`src/rtl/dmem_responder.sv`:
```
// Multi-cycle data-memory responder for the MEM stage: holds the data array,
// inserts WAIT wait states per access and stalls the core while an access is outstanding.
module dmem_responder #(
    parameter int ADDR_W = 5,
    parameter int WAIT   = 2,
    parameter int CNT_W  = 16
) (
    input  logic              clock,
    input  logic              reset,
    input  logic              req_rd,
    input  logic              req_wr,
    input  logic [ADDR_W-1:0] req_addr,
    input  logic [31:0]       req_wdata,
    output logic [31:0]       rdata,
    output logic              stall,
    output logic              resp,
    output logic [CNT_W-1:0]  access_cnt
);

    localparam int unsigned      DEPTH   = 2 ** ADDR_W;
    localparam logic [3:0]       WAIT_LD = 4'(WAIT);
    localparam logic [CNT_W-1:0] CNT_MAX = '1;

    typedef enum logic [1:0] {
        IDLE,
        BUSY,
        RESP
    } state_t;

    state_t            state;
    state_t            state_nxt;
    logic [3:0]        wait_cnt;
    logic [ADDR_W-1:0] lat_addr;
    logic [31:0]       lat_wdata;
    logic              lat_wr;
    logic              req;
    logic              commit;
    logic [31:0]       mem [DEPTH];

    assign req = req_rd | req_wr;

    always_comb begin
        state_nxt = state;
        stall     = 1'b0;
        resp      = 1'b0;
        commit    = 1'b0;
        case (state)
            IDLE: begin
                stall = req;
                if (req) begin
                    state_nxt = BUSY;
                end
            end
            BUSY: begin
                stall = 1'b1;
                if (wait_cnt == '0) begin
                    commit    = 1'b1;
                    state_nxt = RESP;
                end
            end
            RESP: begin
                // Request lines still show the completed access here; ignore them.
                resp      = 1'b1;
                state_nxt = IDLE;
            end
            default: state_nxt = IDLE;
        endcase
        if (!reset) begin
            stall = 1'b0;
        end
    end

    always_ff @(posedge clock or negedge reset) begin
        if (!reset) begin
            state      <= IDLE;
            wait_cnt   <= '0;
            lat_addr   <= '0;
            lat_wdata  <= '0;
            lat_wr     <= 1'b0;
            rdata      <= '0;
            access_cnt <= '0;
            for (int unsigned i = 0; i < DEPTH; i++) begin
                mem[i] <= '0;
            end
        end else begin
            state <= state_nxt;
            case (state)
                IDLE: begin
                    if (req) begin
                        lat_addr  <= req_addr;
                        lat_wdata <= req_wdata;
                        lat_wr    <= req_wr;
                        wait_cnt  <= WAIT_LD;
                    end
                end
                BUSY: begin
                    if (wait_cnt != '0) begin
                        wait_cnt <= wait_cnt - 4'd1;
                    end
                end
                default: ;
            endcase
            // Simultaneous read+write was latched as a store, so rdata is left alone.
            if (commit) begin
                if (lat_wr) begin
                    mem[lat_addr] <= lat_wdata;
                end else begin
                    rdata <= mem[lat_addr];
                end
            end
            if (resp && access_cnt != CNT_MAX) begin
                access_cnt <= access_cnt + CNT_W'(1);
            end
        end
    end

endmodule
```
`config.mk`:
```
export PLATFORM = sky130hd
export DESIGN_NAME = dmem_responder
export DESIGN_NICKNAME = d
export VERILOG_FILES = /design/src/rtl/dmem_responder.sv
export SDC_FILE = /design/constraint.sdc
export NUM_CORES = 2
export LEC_CHECK = 0
export CAP_MARGIN = 20
export CORE_ASPECT_RATIO = 1.1
export CORE_MARGIN = 1.5
export CORE_UTILIZATION = 35
export CTS_BUF_LIST = sky130_fd_sc_hd__clkbuf_8
export CTS_CLUSTER_SIZE = 28
export DETAILED_ROUTE_END_ITERATION = 8
export GPL_ROUTABILITY_DRIVEN = 1
export SLEW_MARGIN = 10
export SYNTH_ARGS = -nofsm -noshare
export SYNTH_HDL_FRONTEND = slang
export SYNTH_SLANG_ARGS = --single-unit
```
`constraint.sdc`:
```
create_clock -name clock -period 3.51 [get_ports clock]
set_clock_uncertainty 0.1 [all_clocks]
set_input_delay 0.702 -clock clock [delete_from_list [all_inputs] [get_ports clock]]
set_output_delay 0.702 -clock clock [all_outputs]
set_load 0.03 [all_outputs]
```
**Yosys cells after proc, flatten, opt, wreduce, memory -nomap -nowiden**

Index checks and enable logic that the tools add are counted.
Widths: inputs -> output; s select.

- Add/subtract/negate cells: 2
- Magnitude comparators: 2
- Eq/ne operators: 6
- Mux-type cells: 17
- Bitwise gates (word level): 3
- Reduce and logical (&&, ||, !) cells: 11

Operator list:

| kind | count |
|---|---|
| $bwmux 1024 | 1 |
| $bmux 32 s5 | 1 |
| $demux 32 s5 | 1 |
| $mux 32 | 3 |
| $add 16x1->16 const B | 1 |
| $ne 16x16->1 const B | 1 |
| $mux 4 | 2 |
| $pmux 4 s2 | 1 |
| $reduce_and 2->1 | 4 |
| $ge 6x6->1 const B | 1 |
| $lt 6x1->1 const B | 1 |
| $ne 2x2->1 const B | 3 |
| $not 5->6 | 1 |
| $logic_not 4->1 | 1 |
| $mux 1 | 4 |
| $mux 2 | 2 |
| $pmux 2 s2 | 1 |
| $reduce_bool 4->1 | 1 |
| $sub 4x1->4 const B | 1 |
| $reduce_and 3->1 | 1 |
| $eq 2x1->1 const B | 1 |
| $eq 2x2->1 const B | 1 |
| $logic_and 1x1->1 | 2 |
| $logic_not 2->1 | 1 |
| 4 further kinds | 4 |

- Register bits: 1116
- Input bits: 41
- Logic and storage cells: 80

**Depth between registers and ports, before layout**

- Depth after elaboration: 6
- Mapped depth: 10
- Gate-level depth less buffers: 6

**Least setup slack after synthesis**

No wires, ideal clock.

- Path type: flip-flop to flip-flop
- Start: register lat_addr[0]
- End: register rdata[27]
- Library setup time: 0.141 ns
- Data arrival time: 2.201 ns
- Data required time: 3.269 ns
- Slack: 1.068 ns
- Cell stages (with the launch flop): 9
- Period minus slack after synthesis: 2.442 ns
- Path through: dfrtp_1 -> buf_2 -> buf_4 -> buf_1 -> mux2i_1 -> o22ai_1 -> or4_1 -> a221oi_1 -> a31oi_1

- Longest elaborated chain between the ends: 4

Ends and longest elaborated chain:

| item | RTL line | RTL |
|---|---|---|
| from (decl) | 33 | `logic [ADDR_W-1:0] lat_addr;` |
| from (signal assigned) | 90 | `lat_addr <= req_addr;` |
| $not 5->6 (implied by the code) | 108 | `rdata <= mem[lat_addr];` |
| $bmux 32 s5 | 108 |  |
| $mux 32 (implied by the code) (2 in series) | 108 |  |
| to (signal assigned) | 108 |  |
| to (decl) | 14 | `output logic [31:0] rdata,` |

No other way between the ends. The select of a mux whose other input is x is not followed.
A chain may end at the register's enable or synchronous reset.

**Worst setup path in the final report**

- Start: register state[0]
- End: output resp

- Longest elaborated chain between the ends: 2

Ends and longest elaborated chain:

| item | RTL line | RTL |
|---|---|---|
| from (decl) | 30 | `state_t state;` |
| from (signal assigned) | 86 | `state <= state_nxt;` |
| $eq 2x2->1 | 47 | `case (state)` |
| $mux 1 | 47 |  |
| to (decl) | 16 | `output logic resp,` |

No other way between the ends.

==> results.sh <==
export IMPL_status="completed"
export IMPL_yosysMostFrequentCell="dfrtp_1"
export IMPL_htree_levels=4
export IMPL_first_global_vias=31400
export IMPL_hold_ws_ps=301
export IMPL_startpoint_type="flop"
export IMPL_hpwlAfterDp_um=89700
export IMPL_num_io_pins=91
export IMPL_chipHeight_um=399
export IMPL_ant_nets=0
export IMPL_clock_sinks=1116
export IMPL_cellPowerDensity_nw_per_um2=755
export IMPL_synth_top_area_share_pct=56.1
export IMPL_critPathCaptureType="primary output"
export IMPL_drc=0
export IMPL_ys_async_sr_fraction_pct=100
export IMPL_drt_iter0_drc=1946
export IMPL_cpMaxStageDelayCell="clkdlybuf4s50_1"
export IMPL_rows=144
export IMPL_vdd_drop_max_uv=477
export IMPL_finish_utilization_pct=41.1
export IMPL_gp_congestion=0.783
export IMPL_viasPerCell=5.49
export IMPL_max_stage_delay_ps=680
export IMPL_synth_area_leaders="dfrtp_1, mux2_2, mux2i_1"
export IMPL_r2r_slack_ps=340
export IMPL_start_util_pct=35.4
export IMPL_cp_max_fo=4
export IMPL_syn_nets=3430
export IMPL_rsz0062_at_grt="false"
export IMPL_dr_pass1_iters=5
export IMPL_post_cts_buffers=0
export IMPL_cp_cell_sequence="nand2b_1, inv_1, clkdlybuf4s50_1"
export IMPL_drive_gt1_share_pct=44.7
export IMPL_core_area_sq_um=141000
export IMPL_syn_avg_cell_area_sq_um=14.7
export IMPL_syn2layout_area_growth_pct=15.9
export IMPL_fmax_ghz=0.315
export IMPL_antenna_found_initial=4
export IMPL_fin_crit_ps=3170
export IMPL_synth_ff_type="dfrtp_1"
export IMPL_wl_met3_um=6360
export IMPL_setup_tns_ps=0
export IMPL_min_from="req_wdata[10]"
export IMPL_cts_root_buf="clkbuf_8"
export IMPL_ys_ff_latch=1116
export IMPL_synth_seq_area_share_pct=56.1
export IMPL_hold_path_class="input pin to flop"
export IMPL_clk_pin_slew_ps=70
export IMPL_ys_warn_count=0
export IMPL_drv_slew=0
export IMPL_hold_viol_final=0
export IMPL_yosys_top_cells_count="dfrtp_1, mux2_2, mux2i_1, clkbuf_1, buf_2"
export IMPL_cts_path_max_buffers=3
export IMPL_p_switching_w=0.0152
export IMPL_holdPathStages=2
export IMPL_slew_headroom_pct=25.4
export IMPL_port_buffers=90
export IMPL_path_class="flop to primary output"
export IMPL_internal_power_w=0.0284
export IMPL_reg2regPathDepth=7
export IMPL_cts_resized=0
export IMPL_tightest_slew_ps=1120
export IMPL_yosysTopAreaCell="dfrtp_1"
export IMPL_finish_net_count=3593
export IMPL_wl_um=145000
export IMPL_min_to="lat_wdata[10]"
export IMPL_vias=30300
export IMPL_post_route_period_util_pct=90.4
export IMPL_die_x_um=363
export IMPL_die_area_sq_um=144000
export IMPL_arrival_ps=2370
export IMPL_fillCellCount=13000
export IMPL_maxCapViolations=0
export IMPL_pwr_share_clk_pct=26.2
export IMPL_top_layer_used="met5"
export IMPL_pwr_share_seq_pct=44.3
export IMPL_wire_per_inst_um=26.3
export IMPL_grtUsageTotal_pct=20.3
export IMPL_wl_met2_um=68200
export IMPL_cts_buffers=185
export IMPL_cts_tree="yes"
export IMPL_critPathRequiredTime_ps=2710
export IMPL_synth_enable_flop_cells=0
export IMPL_p_leak_nw=27.5
export IMPL_wl_met1_um=66200
export IMPL_syn_inst=3386
export IMPL_r2r_end="mem[588]"
export IMPL_overflow=0
export IMPL_p_sw_share_pct=34.8
export IMPL_grt_pass1_wl_um=217000
export IMPL_p_comb_share_pct=29.5
export IMPL_setup_viol=0
export IMPL_grt_max_degree=161
export IMPL_ys_types=48
export IMPL_insertion_delay_ps=920
export IMPL_netlist_area_sq_um=49800
export IMPL_rr_startpoint="wait_cnt[0]"
how the worst max path moves through the flow:
stage | startpoint | endpoint | slack (ps) | cells after the start
after CTS | state[0] | resp | 210 | 3
after detailed placement | wait_cnt[0] | mem[42] | 410 | 7
final | state[0] | resp | 340 | 3
after global routing | wait_cnt[0] | mem[52] | 220 | 7
after global placement | lat_addr[0] | rdata[8] | 430 | 5
after floorplan | lat_addr[0] | rdata[27] | 1070 | 8
power groups by stage:
stage,combinational (W),sequential [W],clock (W)
after floorplan,0.00885,0.0180,0
after global placement,0.0119,0.0198,0
after detailed placement,0.0122,0.0199,0
after CTS,0.0122,0.0197,0.0117
after global routing,0.0136,0.0198,0.0123
final,0.0129,0.0193,0.0114
sequential cells by signal, indices dropped and copies added, names as in the netlist:
| name | flops |
|---|---|
| mem | 1024 |
| wait_cnt | 4 |
| lat_wdata | 32 |
| rdata | 32 |
| state | 2 |
| lat_wr | 1 |
| access_cnt | 16 |
| lat_addr | 5 |
kinds of logic after synthesis:
| family | after synthesis | share of synthesized area (%) |
|---|---|---|
| AOI/OAI and AO/OA | 243 | 3.29 |
| muxes | 1460 | 34.9 |
| DFF | 1116 | 56.1 |
| buffers and inverters | 314 | 2.77 |
| xor gates and xnor gates | 15 | 0.264 |
| adders and majority gates | 3 | 0.0754 |
| and+or+nand+nor | 235 | 2.61 |
layout by cell type (no fill, tap or decap), types with 74 or more instances in the layout:
cell / n
dfrtp_1: 1112
mux2_2: 1027
mux2i_1: 285
clkbuf_8: 230
buf_4: 137
mux4_2: 114
o22ai_1: 109
clkdlybuf4s50_1: 88
inv_1: 74
worst max-delay path, delay by kind of cell (launching register included):
family	cells	cell delay, ps
buffers and inverters	2	800
flip-flops	1	410
AND/OR/NAND/NOR	1	240
metrics by stage:
stage / instances / power (W) / setup slack, ps / instance area (sq um)
global route: 5515 / 0.0458 / 220 / 57700
detailed placement: 5176 / 0.0321 / 409 / 53800
floorplan: 3386 / 0.0269 / 1070 / 49800
global placement: 5175 / 0.0318 / 426 / 53800
finish: 5515 / 0.0436 / 336 / 57700
CTS: 5504 / 0.0437 / 213 / 57500
routing by layer:
layer | GRT usage (%) | vias up
met5 | 0 | -
met4 | 7.23 | 2
met3 | 3.34 | 267
met2 | 32.4 | 710
met1 | 28.0 | 16400
li1 | - | 12800
final cells by class:
type | count | area [sq um] | area share [%]
timing repair buffer | 282 | 3080 | 5.33
inverter | 8 | 30.0 | 0.0520
clock buffer | 230 | 3170 | 5.49
multi-input combinational | 1956 | 20700 | 35.9
tap | 1825 | 2280 | 3.96
antenna | 1 | 2.50 | 0.00434
sequential | 1116 | 27900 | 48.4
clock inverter | 97 | 514 | 0.891
what timing repair did:
item,4_1_cts,5_1_grt
endpoints found under the hold margin,207,0
setup endpoints to repair,0,0
hold buffers,1,0
(Power assumes the default switching activity.)
